**src/rtl/dvfx_delay_pkg.sv**
```systemverilog
// Shared constants for the effects-chain delay-line scheduler: default
// widths, the ms-to-samples factor, tap indices and FSM state encodings.
package dvfx_delay_pkg;

    localparam int DATA_W_DEF         = 12;
    localparam int ADDR_W_DEF         = 14;
    localparam int SAMPLES_PER_MS_DEF = 8;
    localparam int DEL_W              = 12;
    localparam int NUM_TAPS           = 4;

    // Tap order on the shared RAM port, which is also the tap1..tap4 order.
    localparam int TAP_ECHO   = 0;
    localparam int TAP_CHORUS = 1;
    localparam int TAP_PHASER = 2;
    localparam int TAP_REVERB = 3;

    typedef logic [2:0] state_t;

    localparam state_t ST_IDLE = 3'd0;
    localparam state_t ST_WR   = 3'd1;
    localparam state_t ST_RD0  = 3'd2;
    localparam state_t ST_RD1  = 3'd3;
    localparam state_t ST_RD2  = 3'd4;
    localparam state_t ST_RD3  = 3'd5;
    localparam state_t ST_CAP  = 3'd6;

endpackage

```
**src/rtl/delay_ms_to_samples.sv**
```systemverilog
// Converts a tap delay in milliseconds to a sample offset and clamps it to
// the largest offset the circular buffer can hold (DEPTH-1).
module delay_ms_to_samples
    import dvfx_delay_pkg::*;
#(
    parameter int ADDR_W         = ADDR_W_DEF,
    parameter int SAMPLES_PER_MS = SAMPLES_PER_MS_DEF
) (
    input  logic [DEL_W-1:0]  i_ms,
    output logic [ADDR_W-1:0] o_samples
);

    localparam int          DEPTH = 1 << ADDR_W;
    localparam logic [31:0] MAX_D = 32'(DEPTH - 1);

    logic [15:0] w_prod;

    assign w_prod = 16'(i_ms) * 16'(SAMPLES_PER_MS);

    // Clamp happens before the caller subtracts from the write address.
    always_comb begin
        if ({16'd0, w_prod} > MAX_D) o_samples = ADDR_W'(MAX_D);
        else                         o_samples = ADDR_W'(w_prod);
    end

endmodule

```
**src/rtl/delay_tap_scheduler.sv**
```systemverilog
// Delay-line RAM sequencer: on each sample strobe writes the sample into a
// circular buffer, then reads four delayed taps (echo, chorus, phaser,
// reverb). Fixed 7-cycle latency from accept to taps_valid.
// Optional build macro PRIME_MASK_EN: taps reaching further back than the
// number of samples written since reset read as 0.
module delay_tap_scheduler
    import dvfx_delay_pkg::*;
#(
    parameter int DATA_W         = DATA_W_DEF,
    parameter int ADDR_W         = ADDR_W_DEF,
    parameter int SAMPLES_PER_MS = SAMPLES_PER_MS_DEF
) (
    input  logic              clk,
    input  logic              rst,
    input  logic              sample_valid,
    input  logic [DATA_W-1:0] sample_in,
    input  logic [DEL_W-1:0]  del1,
    input  logic [DEL_W-1:0]  del2,
    input  logic [DEL_W-1:0]  del3,
    input  logic [DEL_W-1:0]  del4,
    input  logic [3:0]        tap_en,
    output logic [ADDR_W-1:0] mem_addr,
    output logic              mem_we,
    output logic [DATA_W-1:0] mem_wdata,
    input  logic [DATA_W-1:0] mem_rdata,
    output logic [DATA_W-1:0] tap1,
    output logic [DATA_W-1:0] tap2,
    output logic [DATA_W-1:0] tap3,
    output logic [DATA_W-1:0] tap4,
    output logic              taps_valid,
    output logic              busy,
    output logic              overrun
);

    state_t            r_state;
    logic [ADDR_W-1:0] r_wptr;
    logic [ADDR_W-1:0] r_wa;
    logic [DEL_W-1:0]  r_del [NUM_TAPS];
    logic [3:0]        r_en;
    logic [3:0]        r_ok;
    logic [ADDR_W-1:0] r_mem_addr;
    logic              r_mem_we;
    logic [DATA_W-1:0] r_mem_wdata;
    logic [DATA_W-1:0] r_tap [NUM_TAPS];
    logic              r_taps_valid;
    logic              r_overrun;

    logic              w_issue;
    logic [1:0]        w_issue_idx;
    logic              w_cap;
    logic [1:0]        w_cap_idx;
    logic [ADDR_W-1:0] w_dk;
    logic [ADDR_W-1:0] w_rd_addr;
    logic              w_tap_ok;

    // Which tap's read address is registered this cycle, and which tap's
    // RAM data arrives this cycle (one state later, RAM latency 1).
    always_comb begin
        // NOTE: every always_comb output gets a default first so no path leaves it unassigned (no latch).
        w_issue     = 1'b0;
        w_issue_idx = 2'd0;
        w_cap       = 1'b0;
        w_cap_idx   = 2'd0;
        case (r_state)
            ST_WR:  begin w_issue = 1'b1; w_issue_idx = 2'(TAP_ECHO);   end
            ST_RD0: begin w_issue = 1'b1; w_issue_idx = 2'(TAP_CHORUS); end
            ST_RD1: begin w_issue = 1'b1; w_issue_idx = 2'(TAP_PHASER);
                          w_cap   = 1'b1; w_cap_idx   = 2'(TAP_ECHO);   end
            ST_RD2: begin w_issue = 1'b1; w_issue_idx = 2'(TAP_REVERB);
                          w_cap   = 1'b1; w_cap_idx   = 2'(TAP_CHORUS); end
            ST_RD3: begin w_cap   = 1'b1; w_cap_idx   = 2'(TAP_PHASER); end
            ST_CAP: begin w_cap   = 1'b1; w_cap_idx   = 2'(TAP_REVERB); end
            default: ;
        endcase
    end

    delay_ms_to_samples #(
        .ADDR_W         (ADDR_W),
        .SAMPLES_PER_MS (SAMPLES_PER_MS)
    ) u_ms_to_samples (
        .i_ms      (r_del[w_issue_idx]),
        .o_samples (w_dk)
    );

    // Natural ADDR_W-bit wrap gives the modulo-DEPTH subtraction.
    assign w_rd_addr = r_wa - w_dk;

`ifdef PRIME_MASK_EN
    logic [ADDR_W-1:0] r_fill;
    logic [ADDR_W-1:0] w_fill_eff;

    // Saturating count of samples written since reset.
    always_ff @(posedge clk) begin
        if (rst)                                    r_fill <= '0;
        else if (r_state == ST_WR && r_fill != '1)  r_fill <= r_fill + ADDR_W'(1);
    end

    // The echo address is formed during WR, before the fill count for the
    // current write has landed, so include that write here.
    assign w_fill_eff = (r_state == ST_WR && r_fill != '1) ? r_fill + ADDR_W'(1) : r_fill;
    assign w_tap_ok   = (w_dk < w_fill_eff);
`else
    assign w_tap_ok = 1'b1;
`endif

    // Frame sequencing, RAM port drive, tap capture and overrun flag.
    always_ff @(posedge clk) begin
        if (rst) begin
            r_state      <= ST_IDLE;
            r_wptr       <= '0;
            r_wa         <= '0;
            r_en         <= '0;
            r_ok         <= '0;
            r_mem_addr   <= '0;
            r_mem_we     <= 1'b0;
            r_mem_wdata  <= '0;
            r_taps_valid <= 1'b0;
            r_overrun    <= 1'b0;
            // NOTE: these arrays are a handful of flops, not RAM, so resetting them costs nothing; the BRAM itself is never cleared.
            for (int k = 0; k < NUM_TAPS; k++) begin
                r_del[k] <= '0;
                r_tap[k] <= '0;
            end
        end else begin
            // NOTE: non-blocking assignments so every register samples pre-edge values regardless of statement order.
            r_taps_valid <= 1'b0;

            if (r_state != ST_IDLE && sample_valid) r_overrun <= 1'b1;

            if (w_issue) begin
                r_mem_we             <= 1'b0;
                r_mem_addr           <= w_rd_addr;
                r_ok[w_issue_idx]    <= w_tap_ok;
            end

            if (w_cap)
                r_tap[w_cap_idx] <= (r_en[w_cap_idx] && r_ok[w_cap_idx]) ? mem_rdata : '0;

            case (r_state)
                ST_IDLE: if (sample_valid) begin
                    r_del[TAP_ECHO]   <= del1;
                    r_del[TAP_CHORUS] <= del2;
                    r_del[TAP_PHASER] <= del3;
                    r_del[TAP_REVERB] <= del4;
                    r_en              <= tap_en;
                    r_wa              <= r_wptr;
                    r_mem_addr        <= r_wptr;
                    r_mem_we          <= 1'b1;
                    r_mem_wdata       <= sample_in;
                    r_state           <= ST_WR;
                end
                ST_WR: begin
                    r_wptr  <= r_wptr + ADDR_W'(1);
                    r_state <= ST_RD0;
                end
                ST_RD0: r_state <= ST_RD1;
                ST_RD1: r_state <= ST_RD2;
                ST_RD2: r_state <= ST_RD3;
                ST_RD3: r_state <= ST_CAP;
                ST_CAP: begin
                    r_taps_valid <= 1'b1;
                    r_state      <= ST_IDLE;
                end
                default: r_state <= ST_IDLE;
            endcase
        end
    end

    assign mem_addr   = r_mem_addr;
    assign mem_we     = r_mem_we;
    assign mem_wdata  = r_mem_wdata;
    assign tap1       = r_tap[TAP_ECHO];
    assign tap2       = r_tap[TAP_CHORUS];
    assign tap3       = r_tap[TAP_PHASER];
    assign tap4       = r_tap[TAP_REVERB];
    assign taps_valid = r_taps_valid;
    assign busy       = (r_state != ST_IDLE);
    assign overrun    = r_overrun;

endmodule

```
**config.mk**
```make
export PLATFORM = sky130hd
export DESIGN_NAME = delay_tap_scheduler
export DESIGN_NICKNAME = d
export VERILOG_FILES = /design/src/rtl/dvfx_delay_pkg.sv /design/src/rtl/delay_ms_to_samples.sv /design/src/rtl/delay_tap_scheduler.sv
export SDC_FILE = /design/constraint.sdc
export NUM_CORES = 1
export LEC_CHECK = 0
export ABC_CLOCK_PERIOD_IN_PS = 7900
export CAP_MARGIN = 0
export CORE_ASPECT_RATIO = 1.25
export CORE_MARGIN = 4
export CORE_UTILIZATION = 25
export CTS_BUF_LIST = sky130_fd_sc_hd__clkbuf_2 sky130_fd_sc_hd__clkbuf_4 sky130_fd_sc_hd__clkbuf_8
export CTS_CLUSTER_SIZE = 10
export DETAILED_ROUTE_END_ITERATION = 10
export MAX_ROUTING_LAYER = met4
export PLACE_DENSITY = 0.52
export SETUP_SLACK_MARGIN = 0.02
export SLEW_MARGIN = 20
export SYNTH_ARGS = -nofsm -noshare
export SYNTH_HDL_FRONTEND = slang
export SYNTH_SLANG_ARGS = --single-unit
```
**constraint.sdc**
```tcl
create_clock -name clk -period 7.9 [get_ports clk]
set_clock_uncertainty 0.2 [all_clocks]
set_input_delay 1.58 -clock clk [delete_from_list [all_inputs] [get_ports clk]]
set_output_delay 1.58 -clock clk [all_outputs]
set_load 0.01 [all_outputs]
```
# [Word level (Yosys, flattened, before mapping)]
# Memory sizes are Yosys's and may differ from the RTL's.
# Index checks and enable logic that the tools add are counted.
[classes] bitwise_logic=5 n_lt_le_gt_ge=4 div_mod_pow=0 addsub=2 muxes=37 shifts=0 multipliers=0 n_reduce_logical=9 eq_ne=7
[op_table] op="12-bit 2-to-1 mux" count=6
[op_table] op="14-bit 2-to-1 mux" count=4
[op_table] op="1-bit 2-to-1 mux" count=19
[op_table] op="3-bit case mux with 6 select lines" count=1
[op_table] op="15-bit by 14-bit greater-than comparator with 1-bit output, second input constant" count=1
[op_table] op="14-bit by 1-bit adder with 14-bit output, second input constant" count=1
[op_table] op="14-bit subtractor" count=1
[op_table] op="2-bit case mux with 3 select lines" count=2
[op_table] op="12-bit OR reduction" count=1
[op_table] op="3-bit == test, second input constant" count=3
[op_table] op="4-bit OR reduction" count=2
[op_table] op="3-bit by 2-bit == test with 1-bit output, second input constant" count=2
[op_table] op="2-bit by 3-bit < comparator with 1-bit output, second input constant" count=2
[op_table] op="1-bit binary-select mux with 2-bit select" count=2
[op_table] op="1-bit bitwise OR" count=4
[op_table] op="4-bit bitwise OR" count=1
[op_table] op="3-bit by 1-bit == test with 1-bit output, second input constant" count=1
[op_table] op="1-bit logical AND" count=3
[op_table] op="3-bit zero test" count=1
[op_table] op="3-bit 2-to-1 mux" count=1
[op_table] op="3-bit nonzero test" count=1
[op_table] op="1-bit demux with 2-bit select" count=1
[op_table] op="2-bit by 1-bit >= comparator with 1-bit output, second input constant" count=1
[op_table] op="2-bit 2-to-1 mux" count=1
[op_table] op="other kinds (2)" count=2
[word_totals] ram_bits=96 latch_bits=0 romBits=0 reg_bits=68 mem_count=2 elab_cells=76
[memory_table] name="r_del" words=4 width=12 read_ports=1 rd_ports_with_merged_regs=0 write_ports=4 line_no="delay_tap_scheduler.sv:38" rtl="logic [DEL_W-1:0] r_del [NUM_TAPS];"
[memory_table] name="r_tap" words=4 width=12 read_ports=4 rd_ports_with_merged_regs=0 write_ports=4 line_no="delay_tap_scheduler.sv:44" rtl="logic [DATA_W-1:0] r_tap [NUM_TAPS];"

# [Logic depth before layout (Yosys ltp)]
# An unclocked memory read counts as a cell.
[logic_depth] ltp_word=9 ltp_mapped=17 ltp_nobuf=14

# [By module]
# Synthesis repeated with hierarchy kept, for this count alone.
[hier_totals] hier_cells=631 area_unflattened_um2=7178.1
[by_module_without_submodules] module="delay_tap_scheduler" seq_area_each_um2=4244.1 area_per_inst_um2=7075.5 n_inst=1 cells_each=616
[by_module_without_submodules] module="delay_ms_to_samples" seq_area_each_um2=0.0 area_per_inst_um2=102.6 n_inst=1 cells_each=15

# [Worst setup path before layout]
# Ideal clock, no wire load.
[synth_timing] kind="input port to flip-flop" start="input rst" end="register r_mem_addr[4] (netlist: mem_addr[4])" path_stages=6 setup_time_ns=0.122 t_arrival_ns=3.735 setup_slack_ns=3.843 path_cell_list="clkbuf_1 a21oi_1 clkbuf_1 inv_1 nor2_1 a221o_1"
[synth_rtl] element="from (decl)" line_no="delay_tap_scheduler.sv:14" rtl="input logic rst,"
[synth_rtl] element="to (signal assigned)" line_no="delay_tap_scheduler.sv:132" rtl="r_mem_addr <= w_rd_addr;"
[synth_rtl] element="to (signal assigned)" line_no="delay_tap_scheduler.sv:147" rtl="r_mem_addr <= r_wptr;"
[synth_rtl] element="to (decl)" line_no="delay_tap_scheduler.sv:41" rtl="logic [ADDR_W-1:0] r_mem_addr;"

==> impl_summary.txt <==
----------------------------------------------------
[Setup path]
  Crit path max fanout ... between 50 and 60
  Arrival time of the worst setup path ... about 4.5 ns
  Category of cells accounting for the largest share of critical-path delay ... buffers and inverters
  Top cell by count, worst path ... sky130_fd_sc_hd__buf_4
  Critical path required time ... roughly 8.1 ns
  Critical path buffer and inverter count ... 4
  Cell at the slowest stage of the critical path ... sky130_fd_sc_hd__clkinv_2
  Startpoint types ... primary input
  Delay contributed by the slowest stage of the critical path ... 0.80 ns
  Critical path type ... in2reg
  Worst path cell trace ... clkdlybuf4s50_1, buf_4, a21oi_4, buf_4, clkinv_2, nor2_1, a22oi_1, o21ai_0
  Kind of end point of the critical path ... flip-flop

[Clocking]
  Buffer type at the clock tree root ... sky130_fd_sc_hd__clkbuf_8
  Number of buffers inserted to repair setup after CTS ... 0
  Max clock buf depth ... 2
  Insertion delay to the later sink of the worst-skew pair ... 0.46 ns
  Total of hold buffers inserted after clock tree synthesis ... 0
  Number of cells upsized or downsized after cts ... 0
  CTS sink count ... 164
  Htree depth ... 4
  Clock-pin slew reported for the worst setup and hold paths after clock tree synthesis ... roughly 0.09 ns
  CTS tree ... yes
  Inserted Clock Buffers ... 17

[STA]
  Minimum period implied by the final worst setup slack ... 4.28 ns
  Slew of the pin with the lowest slew margin ... 0.969 ns
  Slew margin rel. ... 0.352
  Unrepaired setup endpoints after global routing ... false
  Hold Fails Final Rpt ... 0
  Setup TNS ... 0 ns
  Ratio of final minimum period to clock period ... 0.541
  Number of endpoints failing setup at the final stage ... 0
  Final Slew Violations ... 0
  Highest Clock Rate ... 234 MHz

[Routing]
  Number of iterations in the first detailed-routing pass ... 4
  Number of vias in the routed layout ... 5,028
  Detailed Route Iter0 Violations ... 229
  Final wirelength ... 18.4 mm
  Post-route antenna net violation count ... 0
  Avg WL per Cell ... 16.6 um
  Via density per instance ... 4.53
  DRC violation count after routing ... 0

[Global route]
  Largest net degree at the start of global routing ... between 50 and 60
  Global-route wire length before repair ... between 20 and 30 mm
  Number of global-route vias before repair ... roughly 5,100
  Total global-route track usage ... 0.123
  Grt ovf ... 0
  Initial antenna violation count ... 0

[Place]
  Number of buffer cells added on primary ports ... 156
  RD Place Congestion ... approximately 0.8
  Placed wire-length estimate ... between 10 and 15 mm
  Number of cells after detailed placement ... 1,077

[Yosys]
  Library cell with the highest instance count after synthesis ... sky130_fd_sc_hd__edfxtp_1
  Number of warning messages in the yosys log ... 0
  Net Count, Synth ... 692
  Fraction of the yosys area taken by sequential cells ... 0.608
  Post-synth top area cell ... sky130_fd_sc_hd__edfxtp_1
  Combined area of all synthesized cells ... around 7000 um^2
  Instance count of the mapped netlist ... 601
  Post-synth top area share ... 0.413
  Top post-synthesis cells by area ... sky130_fd_sc_hd__edfxtp_1, sky130_fd_sc_hd__dfxtp_1, sky130_fd_sc_hd__and2_1
  Top_reg_cell synth ... sky130_fd_sc_hd__edfxtp_1
  Library cells used by synthesis ... 50
  Post-synthesis sequential element count ... 164
  Average size of a mapped cell ... 11.6 um^2
  Proportion of synthesized flip-flops having asynchronous set or reset ... 0
  Leading post-synthesis cells by instance count ... sky130_fd_sc_hd__edfxtp_1, sky130_fd_sc_hd__dfxtp_1, sky130_fd_sc_hd__and2_1, sky130_fd_sc_hd__nor2_1, sky130_fd_sc_hd__and3_1
  Post-synth EDFFs ... 96

[Status]
  Status ... finished clean

[Floorplan]
  Die height ... between 150 and 200 um
  Top-level port count ... 157
  Starting density of the core ... 0.253
  Core area ... 27,600 um^2
  Number of standard-cell rows in the floorplan ... 68
  DIE AREA ... 30,700 um^2
  Width of the die ... roughly 160 um

[Pwr]
  Pwr/cell area ... 206 nW/um^2
  Leakage power ... 3.55 nW
  Worst supply voltage drop on vdd ... between 0.0001 and 0.00015 V

[Finish]
  Area of all sequential standard cells ... 4240 um^2
  Post-layout nets ... 837
  Count of filler cells inserted in the layout ... 2,832
  Ant diodes ... 0
  Share of post-route cells with drive strength above 1 ... 0.0725
  Post-route non-filler standard cell count ... 1,109
  Area growth from synthesis to layout ... 33.4%
  Multi-input gate area ... 2570 um^2

[Run]
  Max Cap Violations ... 0

[Hold path]
  Hold WC Path Type ... reg2reg

----------------------------------------------------
[tightest hold or removal path, cell delays in order (launching register included)]
cell and delay, ns:
sky130_fd_sc_hd__dfxtp_1 0.32, sky130_fd_sc_hd__nand2_1 0.05, sky130_fd_sc_hd__nand2_1 0.04
[where the power goes]
part           total [mW]  switching [mW]  internal (mW)
Sequential          0.991          0.0294          0.962
Clock               0.616           0.328          0.288
Combinational       0.310           0.162          0.148
[per-layer routing]
metal	track usage	up-vias	routed length (um)
met3	0.0247	17	861
met2	0.212	150	9370
met5	-	-	0
met4	0.0293	0	193
met1	0.147	2382	8000
li1	-	2479	-
[layout by cell type (no fill, tap or decap), types with 3 or more instances in the layout]
| cell type | netlist | layout |
|---|---|---|
| sky130_fd_sc_hd__nor3_1 | 4 | 4 |
| sky130_fd_sc_hd__o21ai_0 | 29 | 26 |
| sky130_fd_sc_hd__nand2b_1 | 6 | 6 |
| sky130_fd_sc_hd__buf_4 | 1 | 9 |
| sky130_fd_sc_hd__inv_1 | 9 | 8 |
| sky130_fd_sc_hd__clkdlybuf4s50_1 | 0 | 156 |
| sky130_fd_sc_hd__a211oi_1 | 3 | 3 |
| sky130_fd_sc_hd__a21oi_1 | 15 | 14 |
| sky130_fd_sc_hd__nor2b_1 | 3 | 3 |
| sky130_fd_sc_hd__nand3_1 | 7 | 7 |
| sky130_fd_sc_hd__ha_1 | 12 | 12 |
| sky130_fd_sc_hd__nor2_1 | 47 | 45 |
| sky130_fd_sc_hd__dfxtp_1 | 68 | 68 |
| sky130_fd_sc_hd__and3_1 | 40 | 40 |
| sky130_fd_sc_hd__mux2i_1 | 5 | 5 |
| sky130_fd_sc_hd__xor2_1 | 14 | 14 |
| sky130_fd_sc_hd__inv_6 | 0 | 3 |
| sky130_fd_sc_hd__o21ai_1 | 3 | 5 |
| sky130_fd_sc_hd__edfxtp_1 | 96 | 96 |
| sky130_fd_sc_hd__and2_1 | 62 | 62 |
| sky130_fd_sc_hd__nand2_1 | 29 | 29 |
| sky130_fd_sc_hd__clkinvlp_4 | 0 | 3 |
| sky130_fd_sc_hd__nand4_1 | 4 | 4 |
| sky130_fd_sc_hd__a22o_1 | 32 | 32 |
| sky130_fd_sc_hd__clkinv_2 | 0 | 4 |
| sky130_fd_sc_hd__xnor2_1 | 12 | 12 |
| sky130_fd_sc_hd__a31oi_1 | 4 | 4 |
| sky130_fd_sc_hd__a22oi_1 | 26 | 26 |
| sky130_fd_sc_hd__clkbuf_8 | 0 | 17 |
| sky130_fd_sc_hd__a21o_1 | 4 | 4 |
[kinds of logic after synthesis]
| family | count (synthesis) | synth area share |
|---|---|---|
| muxes | 5 | 0.00717 |
| DFF | 164 | 0.608 |
| buffers and inverters | 48 | 0.0273 |
| adders and majority gates | 12 | 0.0215 |
| xor gates and xnor gates | 26 | 0.0326 |
| AOI/OAI and AO/OA | 135 | 0.141 |
| and+or+nand+nor | 211 | 0.162 |
[stage by stage]
step / setup slack (ns) / power, mW / utilization / hold WS, ns / cell area, um^2
2_1_floorplan: 3.84 / 1.17 / - / 0.227 / 6980
3_3_place_gp: 3.36 / 1.33 / 0.323 / 0.235 / 8910
3_5_place_dp: 3.31 / 1.33 / 0.323 / 0.240 / 8910
4_1_cts: 3.63 / 1.95 / 0.338 / 0.257 / 9310
5_1_grt: 3.33 / 2.01 / 0.338 / 0.293 / 9310
6_report: 3.62 / 1.92 / 0.338 / 0.255 / 9310
[worst paths after layout]
path | startpoint | end | slack (ns) | depth (start not counted)
min | r_wa[12] | r_wa[12] | 0.25 | 2
max | rst | mem_addr[9] | 3.62 | 8
min reg2reg | r_wa[12] | r_wa[12] | 0.25 | 2
max reg2reg | r_state[0] | mem_addr[12] | 3.91 | 13
[state kept, by name, indices dropped and copies added (netlist names)]
signal	count
overrun	1
mem_we	1
r_wa	14
r_state	3
r_del	48
r_ok	4
r_wptr	14
mem_wdata	12
taps_valid	1
r_en	4
mem_addr	14
r_tap	48
[final cells by class]
type | instances | share of cell area
Tap cell | 350 | 0.0470
Timing Repair Buffer | 165 | 0.175
Clock buffer | 18 | 0.0259
Sequential cell | 164 | 0.456
Multi-Input combinational cell | 389 | 0.276
Inverter | 9 | 0.00376
Clock inverter | 14 | 0.0164
(Power assumes the default switching activity.)
